**src/rtl/gf233_pkg.sv**
```systemverilog
// rtl/gf233_pkg.sv - shared GF(2^233) types, constants, FSM state and squaring function
//
// Purpose: common definitions for the GF(2^233) point-arithmetic datapath.
//   Field: polynomial basis, reduction trinomial x^233 + x^74 + 1.
// Contents:
//   M, K, SQRT_ITER   field degree, middle trinomial tap, squarings per sqrt
//   gf233_t           one field element, bit i = coefficient of x^i
//   sqrt_state_t      FSM state of gf233_sqrt_unit
//   gf233_sqr()       combinational modular squaring
package gf233_pkg;

  localparam int M         = 233;
  localparam int K         = 74;
  localparam int SQRT_ITER = 232;

  typedef logic [M-1:0] gf233_t;

  typedef enum logic [1:0] {
    ST_IDLE = 2'd0,
    ST_RUN  = 2'd1,
    ST_DONE = 2'd2
  } sqrt_state_t;

  // Squaring in characteristic 2 only spreads coefficients to even positions.
  // The 465-bit product is folded top-down with x^i = x^(i-233) * (x^74 + 1);
  // folds into positions >= 233 are handled later in the same descending loop,
  // which gives the two reduction passes.
  function automatic gf233_t gf233_sqr(input gf233_t a);
    logic [2*M-2:0] t;
    t = '0;
    for (int i = 0; i < M; i++) begin
      t[2*i] = a[i];
    end
    for (int i = 2*M-2; i >= M; i--) begin
      t[i-M]   = t[i-M]   ^ t[i];
      t[i-M+K] = t[i-M+K] ^ t[i];
    end
    return t[M-1:0];
  endfunction

endpackage

```
**src/rtl/gf233_sqrt_unit_if.sv**
```systemverilog
// rtl/gf233_sqrt_unit_if.sv - operand/result handshake bundle of gf233_sqrt_unit
//
// Signals:
//   in_valid/in_ready/din      operand handshake (master -> unit)
//   out_valid/out_ready/dout   result handshake (unit -> master)
//   busy                       unit is in RUN or DONE
//   n_sq                       squaring count, only with GF233_SQRT_MULTISQ_EN
// Modports: master (controller side), slave (unit side).
interface gf233_sqrt_unit_if;

  logic                 in_valid;
  logic                 in_ready;
  gf233_pkg::gf233_t    din;
  logic                 out_valid;
  logic                 out_ready;
  gf233_pkg::gf233_t    dout;
  logic                 busy;

`ifdef GF233_SQRT_MULTISQ_EN
  logic [7:0]           n_sq;

  modport master (
    output in_valid, din, out_ready, n_sq,
    input  in_ready, out_valid, dout, busy
  );

  modport slave (
    input  in_valid, din, out_ready, n_sq,
    output in_ready, out_valid, dout, busy
  );
`else
  modport master (
    output in_valid, din, out_ready,
    input  in_ready, out_valid, dout, busy
  );

  modport slave (
    input  in_valid, din, out_ready,
    output in_ready, out_valid, dout, busy
  );
`endif

endinterface

```
**src/rtl/gf233_sqr_chain.sv**
```systemverilog
// rtl/gf233_sqr_chain.sv - combinational cascade of SQ_PER_CYC modular squarers
//
// Ports:
//   din    in   element to be squared repeatedly
//   taps   out  taps[j] = din^(2^j), j = 0..SQ_PER_CYC
module gf233_sqr_chain
  import gf233_pkg::*;
#(
  parameter int SQ_PER_CYC = 8
) (
  input  gf233_t                  din,
  output gf233_t [SQ_PER_CYC:0]   taps
);

  assign taps[0] = din;

  for (genvar j = 0; j < SQ_PER_CYC; j++) begin : g_sq
    assign taps[j+1] = gf233_sqr(taps[j]);
  end

endmodule

```
**src/rtl/gf233_sqrt_unit.sv**
```systemverilog
// rtl/gf233_sqrt_unit.sv - sequential GF(2^233) square root by iterated squaring
//
// Computes sqrt(a) = a^(2^232), applying SQ_PER_CYC squarings per RUN cycle.
// Optional feature macro: GF233_SQRT_MULTISQ_EN -- computes a^(2^n_sq) instead,
// with n_sq sampled when the operand is accepted.
//
// Parameters:
//   SQ_PER_CYC   squarings per RUN cycle, must divide 232 (1, 2, 4, 8, 29, 58)
// Ports:
//   clk          clock, rising edge
//   rst          asynchronous reset, active-high
//   bus          gf233_sqrt_unit_if.slave (operand/result handshake, busy)
module gf233_sqrt_unit
  import gf233_pkg::*;
#(
  parameter int SQ_PER_CYC = 8
) (
  input  logic              clk,
  input  logic              rst,
  gf233_sqrt_unit_if.slave  bus
);

  localparam int STEPS = SQRT_ITER / SQ_PER_CYC;

`ifdef GF233_SQRT_MULTISQ_EN
  // Counts remaining squarings, so it must hold any n_sq value.
  localparam int CNT_W = 8;
`else
  // Counts remaining RUN cycles.
  localparam int CNT_W = $clog2(STEPS + 1);
`endif

  sqrt_state_t              state;
  gf233_t                   r;
  logic [CNT_W-1:0]         cnt;
  logic                     in_ready_q;
  logic                     out_valid_q;
  logic                     busy_q;

  gf233_t [SQ_PER_CYC:0]    taps;
  gf233_t                   r_next;
  logic [CNT_W-1:0]         step;
  logic                     last_step;

  gf233_sqr_chain #(
    .SQ_PER_CYC (SQ_PER_CYC)
  ) u_chain (
    .din  (r),
    .taps (taps)
  );

`ifdef GF233_SQRT_MULTISQ_EN
  // Final cycle may need fewer than SQ_PER_CYC squarings: pick tap min(SQ, cnt).
  always_comb begin
    r_next = taps[SQ_PER_CYC];
    step   = CNT_W'(SQ_PER_CYC);
    for (int j = 1; j < SQ_PER_CYC; j++) begin
      if (cnt == CNT_W'(j)) begin
        r_next = taps[j];
        step   = CNT_W'(j);
      end
    end
  end

  assign last_step = (cnt <= CNT_W'(SQ_PER_CYC));
`else
  // Only the full-depth tap is used when the count is fixed.
  logic unused_taps;
  assign unused_taps = ^taps[SQ_PER_CYC-1:0];

  assign r_next    = taps[SQ_PER_CYC];
  assign step      = CNT_W'(1);
  assign last_step = (cnt == CNT_W'(1));
`endif

  always_ff @(posedge clk or posedge rst) begin
    if (rst) begin
      state       <= ST_IDLE;
      r           <= '0;
      cnt         <= '0;
      in_ready_q  <= 1'b0;
      out_valid_q <= 1'b0;
      busy_q      <= 1'b0;
    end else begin
      case (state)
        ST_IDLE: begin
          // in_ready rises on the first edge after reset release.
          in_ready_q <= 1'b1;
          if (bus.in_valid && in_ready_q) begin
            r          <= bus.din;
            in_ready_q <= 1'b0;
            busy_q     <= 1'b1;
`ifdef GF233_SQRT_MULTISQ_EN
            cnt <= bus.n_sq;
            if (bus.n_sq == 8'd0) begin
              state       <= ST_DONE;
              out_valid_q <= 1'b1;
            end else begin
              state <= ST_RUN;
            end
`else
            cnt   <= CNT_W'(STEPS);
            state <= ST_RUN;
`endif
          end
        end

        ST_RUN: begin
          r   <= r_next;
          cnt <= cnt - step;
          if (last_step) begin
            state       <= ST_DONE;
            out_valid_q <= 1'b1;
          end
        end

        ST_DONE: begin
          // Returning to IDLE with in_ready already high gives a one-cycle gap
          // between taking a result and accepting the next operand.
          if (bus.out_ready) begin
            state       <= ST_IDLE;
            out_valid_q <= 1'b0;
            busy_q      <= 1'b0;
            in_ready_q  <= 1'b1;
          end
        end

        default: begin
          state       <= ST_IDLE;
          out_valid_q <= 1'b0;
          busy_q      <= 1'b0;
          in_ready_q  <= 1'b0;
        end
      endcase
    end
  end

  assign bus.in_ready  = in_ready_q;
  assign bus.out_valid = out_valid_q;
  assign bus.busy      = busy_q;
  assign bus.dout      = r;

endmodule
```
**src/flat_wrapper.sv**
```systemverilog
// flat-port wrapper written by rule: the top's interface ports become plain ports
module gf233_sqrt_unit_flat import gf233_pkg::*;
#(
  parameter int SQ_PER_CYC = 8
)
  (clk, rst, bus_in_valid, bus_din, bus_out_ready, bus_in_ready, bus_out_valid, bus_dout, bus_busy);
  gf233_sqrt_unit_if bus_i ();
  input  logic clk;
  input  logic rst;
  input wire logic [$bits(bus_i.in_valid)-1:0] bus_in_valid;
  input wire logic [$bits(bus_i.din)-1:0] bus_din;
  input wire logic [$bits(bus_i.out_ready)-1:0] bus_out_ready;
  output wire logic [$bits(bus_i.in_ready)-1:0] bus_in_ready;
  output wire logic [$bits(bus_i.out_valid)-1:0] bus_out_valid;
  output wire logic [$bits(bus_i.dout)-1:0] bus_dout;
  output wire logic [$bits(bus_i.busy)-1:0] bus_busy;
  assign bus_i.in_valid = bus_in_valid;
  assign bus_i.din = bus_din;
  assign bus_i.out_ready = bus_out_ready;
  assign bus_in_ready = bus_i.in_ready;
  assign bus_out_valid = bus_i.out_valid;
  assign bus_dout = bus_i.dout;
  assign bus_busy = bus_i.busy;
  gf233_sqrt_unit #(.SQ_PER_CYC(SQ_PER_CYC)) u_core (.clk(clk), .rst(rst), .bus(bus_i));
endmodule
```
**config.mk**
```make
export PLATFORM = sky130hd
export DESIGN_NAME = gf233_sqrt_unit_flat
export DESIGN_NICKNAME = d
export VERILOG_FILES = /design/src/rtl/gf233_pkg.sv /design/src/rtl/gf233_sqrt_unit_if.sv /design/src/rtl/gf233_sqr_chain.sv /design/src/rtl/gf233_sqrt_unit.sv /design/src/flat_wrapper.sv
export SDC_FILE = /design/constraint.sdc
export NUM_CORES = 1
export LEC_CHECK = 0
export CAP_MARGIN = 20
export CORE_UTILIZATION = 35
export CTS_BUF_LIST = sky130_fd_sc_hd__clkbuf_8
export CTS_CLUSTER_DIAMETER = 100
export DETAILED_ROUTE_END_ITERATION = 8
export GPL_ROUTABILITY_DRIVEN = 0
export HOLD_SLACK_MARGIN = 0.08
export PLACE_DENSITY = 0.58
export SETUP_SLACK_MARGIN = 0.02
export SLEW_MARGIN = 10
export SYNTH_ARGS = -nofsm -noshare
export SYNTH_HDL_FRONTEND = slang
export SYNTH_HIERARCHICAL = 1
export SYNTH_SLANG_ARGS = --single-unit
```
**constraint.sdc**
```tcl
create_clock -name clk -period 11.98 [get_ports clk]
set_input_delay 2.396 -clock clk [delete_from_list [all_inputs] [get_ports clk]]
set_output_delay 2.396 -clock clk [all_outputs]
set_load 0.1 [all_outputs]
```
==> summary.md, run 1 <==
| Metric | Value |
|---|---|
| Data arrival, critical path | `2.75 ns` |
| Core area | `70270 sq um` |
| CP peak stage delay | `1.27 ns` |
| CP startpoint | `u_core/bus.dout[138]` |
| Outcome | `completed` |
| Worst reg2reg setup slack | `8.04 ns` |
| Clock Sink Count | `243` |
| Vias in the first global route | `19602` |
| Bufs and invs on worst path | `1` |
| CP Class | `reg2out` |
| TNS Setup | `0 ns` |
| Filler cells | `6616` |
| Post-DRT Antenna Nets | `0` |
| Worst-case reg-to-reg path depth | `6` |
| Ys Warns | `6` |
| Initial DRC Count | `2889` |
| CTS tree | `done` |
| Total routed wirelength | `126800 um` |
| Slowest-stage cell, CP | `clkdlybuf4s50_1` |
| Worst path top cell family by delay | `buffers and inverters` |
| Synth Instances | `2230` |
| Die width | `269.1 um` |
| Reg-to-reg endpoint | `u_core/bus.dout[139]` |
| Max Clock Skew | `0.02990 ns` |
| Clock buffer depth | `3` |
| Die ar. | `72410 sq um` |
| RSZ-0062 raised after global routing | `false` |
| Critical path required time | `9.58 ns` |
| # rows | `97` |
| Post-Syn Nets | `2469` |
| I/O pin total | `473` |
| Dpl hpwl | `103300 um` |
| Ratio of final minimum period to clock period | `0.4293` |
| Slew headroom | `0.1368` |
| Clk_lat worst skew | `0.64 ns` |
| Crit-path max FO | `4` |
| Initial antenna violation count | `5` |
| Fin util | `0.4341` |
| CTS Buf Count | `46` |
| Final hold violation count | `0` |
| CP Launch Type | `register` |
| WL per Instance | `36.27 um` |
| First-pass GRT wire length | `168600 um` |
| Drt drc | `0` |
| Final Critical Period | `5.143 ns` |
| Worst min path class | `reg2reg` |
| Final nets | `2762` |
| Launch point of the worst reg-to-reg path | `u_core/bus.dout[226]` |
| Clk slew on worst S/H paths | `0.06 ns` |
| Root Driver | `clkbuf_8` |
| Sequential Area | `6085 sq um` |
| Postcts setup bufs | `0` |
| Worst setup EP type | `output pin` |
| Cts repair resizes | `0` |
| Max-slew violations | `0` |
| CP endpoint | `bus_dout[138]` |
| Initial Utilization | `0.3553` |
| Vias per cell | `5.666` |
| Crit-path cells | `clkdlybuf4s50_1` |
| Multi-input gate area | `17310 sq um` |
| Buffers on Ports | `472` |
| Final Non-Filler Cells | `3495` |
| # hold bufs at CTS | `0` |
| Synth Area per Inst | `11.20 sq um` |
| Routed via count | `19802` |
| Fin area | `30510 sq um` |
| GRT Util Overall | `0.3413` |
| Max Clock Freq | `194.4 MHz` |
| H-tree levels | `2` |
| Share of cells above drive strength 1 | `0.08144` |
| Least-Margin Pin Slew | `1.286 ns` |
| MaxCap Viol Count | `0` |
| Final setup vio count | `0` |
| Post-synthesis instance area | `24970 sq um` |
| Gr ovfl total | `0` |
| Area Growth Syn to Fin | `22.17%` |
| Area after DPL | `29620 sq um` |
| Worst path depth | `1` |
| Largest net degree at the start of global routing | `236` |
| Post-Place Cells | `3415` |
| Die H | `269.1 um` |
| TritonRoute pass-1 iters | `5` |
metal layers:
layer	part of all wire	routed length, um	up-vias	GRT usage
met5	0.00019	24	-	0
met3	0.12	15530	320	0.1200
li1	-	-	8024	-
met2	0.43	54800	1422	0.5064
met1	0.37	47000	10032	0.4204
met4	0.074	9413	4	0.2174
registers in the layout, summed over array words and instances (netlist names):
signal                flops
u_core/bus.in_ready       1
u_core/cnt                5
u_core/bus.busy           1
u_core/bus.out_valid      1
u_core/state              2
u_core/bus.dout         233
how the worst min path moves through the flow:
stage	startpoint	to	slack (ns)	cells past startpoint
finish	u_core/bus.out_valid	u_core/bus.out_valid	0.49	2
global route	u_core/bus.out_valid	u_core/bus.out_valid	0.54	2
CTS	u_core/bus.out_valid	u_core/bus.out_valid	0.49	2
detailed placement	u_core/bus.out_valid	u_core/bus.out_valid	0.47	2
global placement	u_core/bus.out_valid	u_core/bus.out_valid	0.47	2
floorplan	u_core/cnt[1]	u_core/cnt[1]	0.48	1
final cells by class:
cell class | count | share of cell area
multi-input combinational | 1698 | 0.5674
sequential | 243 | 0.1995
timing repair buffer | 488 | 0.1596
tap | 940 | 0.03855
clock buffer | 54 | 0.02436
inverter | 46 | 0.005906
clock inverter | 25 | 0.004635
antenna | 1 | 0.00008203
worst reg2reg max path: stages (launching register included):
cell and delay (ns):
dfrtp_1 0.48, xnor2_1 0.92, xor3_1 0.53, xnor2_1 1.01, xnor3_1 0.62, mux2i_1 0.15, o21ai_1 0.08
cells in the final DEF (no fill, tap or decap), drive strengths merged, types with 16 or more instances in the layout:
cell type	count
xor3	54
buf	16
dfrtp	243
inv	63
xnor2	461
xnor3	164
mux2i	233
o21ai	470
clkdlybuf4s50	472
xor2	284
clkbuf	54
through the flow:
stage | worst slack [ns] | hold WS, ns
global placement | 7.234 | 0.4681
floorplan | 2.911 | 0.4793
finish | 6.837 | 0.4886
detailed placement | 7.157 | 0.4712
CTS | 6.912 | 0.4858
global route | 6.826 | 0.5377
Power of run 1 is left out: the tool's default activity adds up to more than one toggle a clock period on the data nets, which glitch-free logic cannot reach.
==> run 2, diff against run 1 <==
--- a/config.mk
+++ b/config.mk
@@ -12,7 +12,7 @@
 export DETAILED_ROUTE_END_ITERATION = 8
 export GPL_ROUTABILITY_DRIVEN = 0
 export HOLD_SLACK_MARGIN = 0.08
-export PLACE_DENSITY = 0.58
+export PLACE_DENSITY = 0.6
 export SETUP_SLACK_MARGIN = 0.02
 export SLEW_MARGIN = 10
 export SYNTH_ARGS = -nofsm -noshare
==> constraint.sdc (replaced) <==
create_clock -name clk -period 4.3 [get_ports clk]
set_input_delay 0.86 -clock clk [delete_from_list [all_inputs] [get_ports clk]]
set_output_delay 0.86 -clock clk [all_outputs]
set_load 0.1 [all_outputs]
==> run 2 against run 1 <==
  * Core utilization increased by 0.91 points
  * Critical path depth is 7 higher
  * Register-to-register slack worse by 7.7 ns
  * Highest routed layer unchanged
==> summary.md, run 2 (synthesis results as in run 1) <==
| Metric | Value |
|---|---|
| Hold Crit Start | `u_core/bus.out_valid` |
| Vias per cell | `5.827 (+2.8%)` |
| First-pass GRT wire length | `179100 um (+6.2%)` |
| Least-Margin Pin Slew | `1.443 ns (+0.1578 ns)` |
| Max layer used | `met5` |
| Ratio of final minimum period to clock period | `0.9218` |
| Postcts setup bufs | `0 (unchanged)` |
| Cts repair resizes | `0 (unchanged)` |
| Data arrival, critical path | `4.52 ns (+1.77 ns)` |
| Max Clock Skew | `0.01472 ns (-0.01518 ns)` |
| Initial antenna violation count | `3 (-2)` |
| Final setup vio count | `0 (unchanged)` |
| Drt drc | `0 (unchanged)` |
| CTS Buf Count | `47 (+2.2%)` |
| Core area | `70270 sq um (unchanged)` |
| Clk slew on worst S/H paths | `0.06 ns (about the same)` |
| Most common cell after layout, fill and taps aside | `clkdlybuf4s50_1` |
| Routed via count | `20661 (+4.3%)` |
| Final hold violation count | `0 (unchanged)` |
| Max-slew violations | `0 (unchanged)` |
| Final Critical Period | `3.964 ns` |
| Post-DRT Antenna Nets | `0 (unchanged)` |
| Worst-case reg-to-reg path depth | `8 (+2)` |
| Area Growth Syn to Fin | `24.73%` |
| Commonest cells after routing, fill and taps aside | `469 x clkdlybuf4s50_1, 389 x xnor2_1, 253 x xor2_1` |
| H-tree levels | `2 (unchanged)` |
| Clock Sink Count | `243 (unchanged)` |
| Wire length on met2 | `56210 um (+2.6%)` |
| Die width | `269.1 um (unchanged)` |
| Max FFs per register | `233 (unchanged)` |
| CP Launch Type | `register` |
| Largest net degree at the start of global routing | `234 (-0.85%)` |
| Final nets | `2810 (+1.7%)` |
| Critical path required time | `4.86 ns (-4.72 ns)` |
| Initial Utilization | `0.3553 (unchanged)` |
| Crit-path max FO | `6 (+2)` |
| Worst reg2reg setup slack | `0.34 ns (-7.70 ns)` |
| Met3 WL | `18280 um (+18%)` |
| WL per Instance | `38.21 um (+5.4%)` |
| CTS tree | `done` |
| Root Driver | `clkbuf_8` |
| Vias in the first global route | `20288 (+3.5%)` |
| CP Class | `reg2reg` |
| TritonRoute pass-1 iters | `6 (+1)` |
| Reg-to-reg endpoint | `u_core/bus.dout[198]` |
| I/O pin total | `473 (unchanged)` |
| Clk_lat worst skew | `0.63 ns (about the same)` |
| Filler cells | `6515 (-1.5%)` |
| MaxCap Viol Count | `0 (unchanged)` |
| Outcome | `completed` |
| Total routed wirelength | `135500 um (+6.9%)` |
| Buffers on Ports | `472 (unchanged)` |
| Die H | `269.1 um (unchanged)` |
| Worst min path class | `reg2reg` |
| Clock buffer depth | `3 (unchanged)` |
| Max Clock Freq | `252.3 MHz` |
| Worst setup EP type | `register` |
| WL met1 | `49600 um (+5.5%)` |
| Share of cells above drive strength 1 | `0.1026 (+0.02113)` |
| Worst Hold Depth | `2 (unchanged)` |
| Hold Path End | `u_core/bus.out_valid` |
| Initial DRC Count | `3152 (+9.1%)` |
| TNS Setup | `0 ns (unchanged)` |
| GRT Util Overall | `0.3643 (+0.02305)` |
| Launch point of the worst reg-to-reg path | `u_core/bus.dout[162]` |
| Slew headroom | `0.03776 (-0.09907)` |
| Die ar. | `72410 sq um (unchanged)` |
| Gr ovfl total | `0 (unchanged)` |
| RSZ-0062 raised after global routing | `false` |
| # rows | `97 (unchanged)` |
| Dpl hpwl | `109000 um (+5.5%)` |
| # hold bufs at CTS | `0 (unchanged)` |
-- run 2: changes by cell type in the layout (fill, tap and decap cells not counted), moves of 2 or more --
cell,change
inv_6,-2
inv_1,-6
clkbuf_8,+8
bufinv_16,+2
buf_12,+12
buf_4,+38
diode_2,+2
clkdlybuf4s50_1,-3
-- run 2: worst max path at each step --
stage,startpoint,to,slack [ns]
after global placement,u_core/bus.dout[162],u_core/bus.dout[198],0.68
after CTS,u_core/bus.dout[162],u_core/bus.dout[198],0.73
final,u_core/bus.dout[162],u_core/bus.dout[198],0.34
after global routing,u_core/bus.dout[162],u_core/bus.dout[198],0.39
after detailed placement,u_core/bus.dout[162],u_core/bus.dout[198],0.72
after floorplan,rst,u_core/bus.busy,0.25
-- run 2: routing by layer --
layer / vias up / global-route usage
li1: 8109 / -
met1: 10421 / 0.4440
met2: 1735 / 0.5234
met3: 394 / 0.1488
met4: 2 / 0.2477
met5: - / 0
-- run 2: worst max-delay path: stages (launching register included) --
cell     delay (ns)
dfrtp_1        0.86
xnor3_1        0.63
inv_2          0.09
xnor3_1        0.38
xnor2_4        0.38
xnor2_1        0.32
xnor2_1        0.89
mux2i_1        0.17
o21ai_1        0.16
-- run 2: final cells by class --
class | instances | area, sq um | share of cell area
clock inverter | 19 | 165.2 | 0.005303
antenna | 3 | 7.507 | 0.0002410
multi-input combinational | 1698 | 17320 | 0.5560
inverter | 46 | 176.4 | 0.005664
timing repair buffer | 535 | 5365 | 0.1723
sequential | 243 | 6085 | 0.1954
clock buffer | 62 | 853.3 | 0.02740
tap | 940 | 1176 | 0.03776
-- run 2: metrics by stage --
step | util | hold WS [ns] | cell area (sq um) | instances | setup slack, ns
floorplan | - | 0.4793 | 24970 | 2230 | 0.2502
global placement | 0.4278 | 0.4727 | 30060 | 3459 | 0.6818
detailed placement | 0.4284 | 0.4917 | 30100 | 3461 | 0.7225
CTS | 0.4429 | 0.5055 | 31120 | 3542 | 0.7267
global route | 0.4431 | 0.5215 | 31140 | 3544 | 0.3925
finish | 0.4432 | 0.5116 | 31140 | 3546 | 0.3362
Power of run 2 is left out for the same reason.
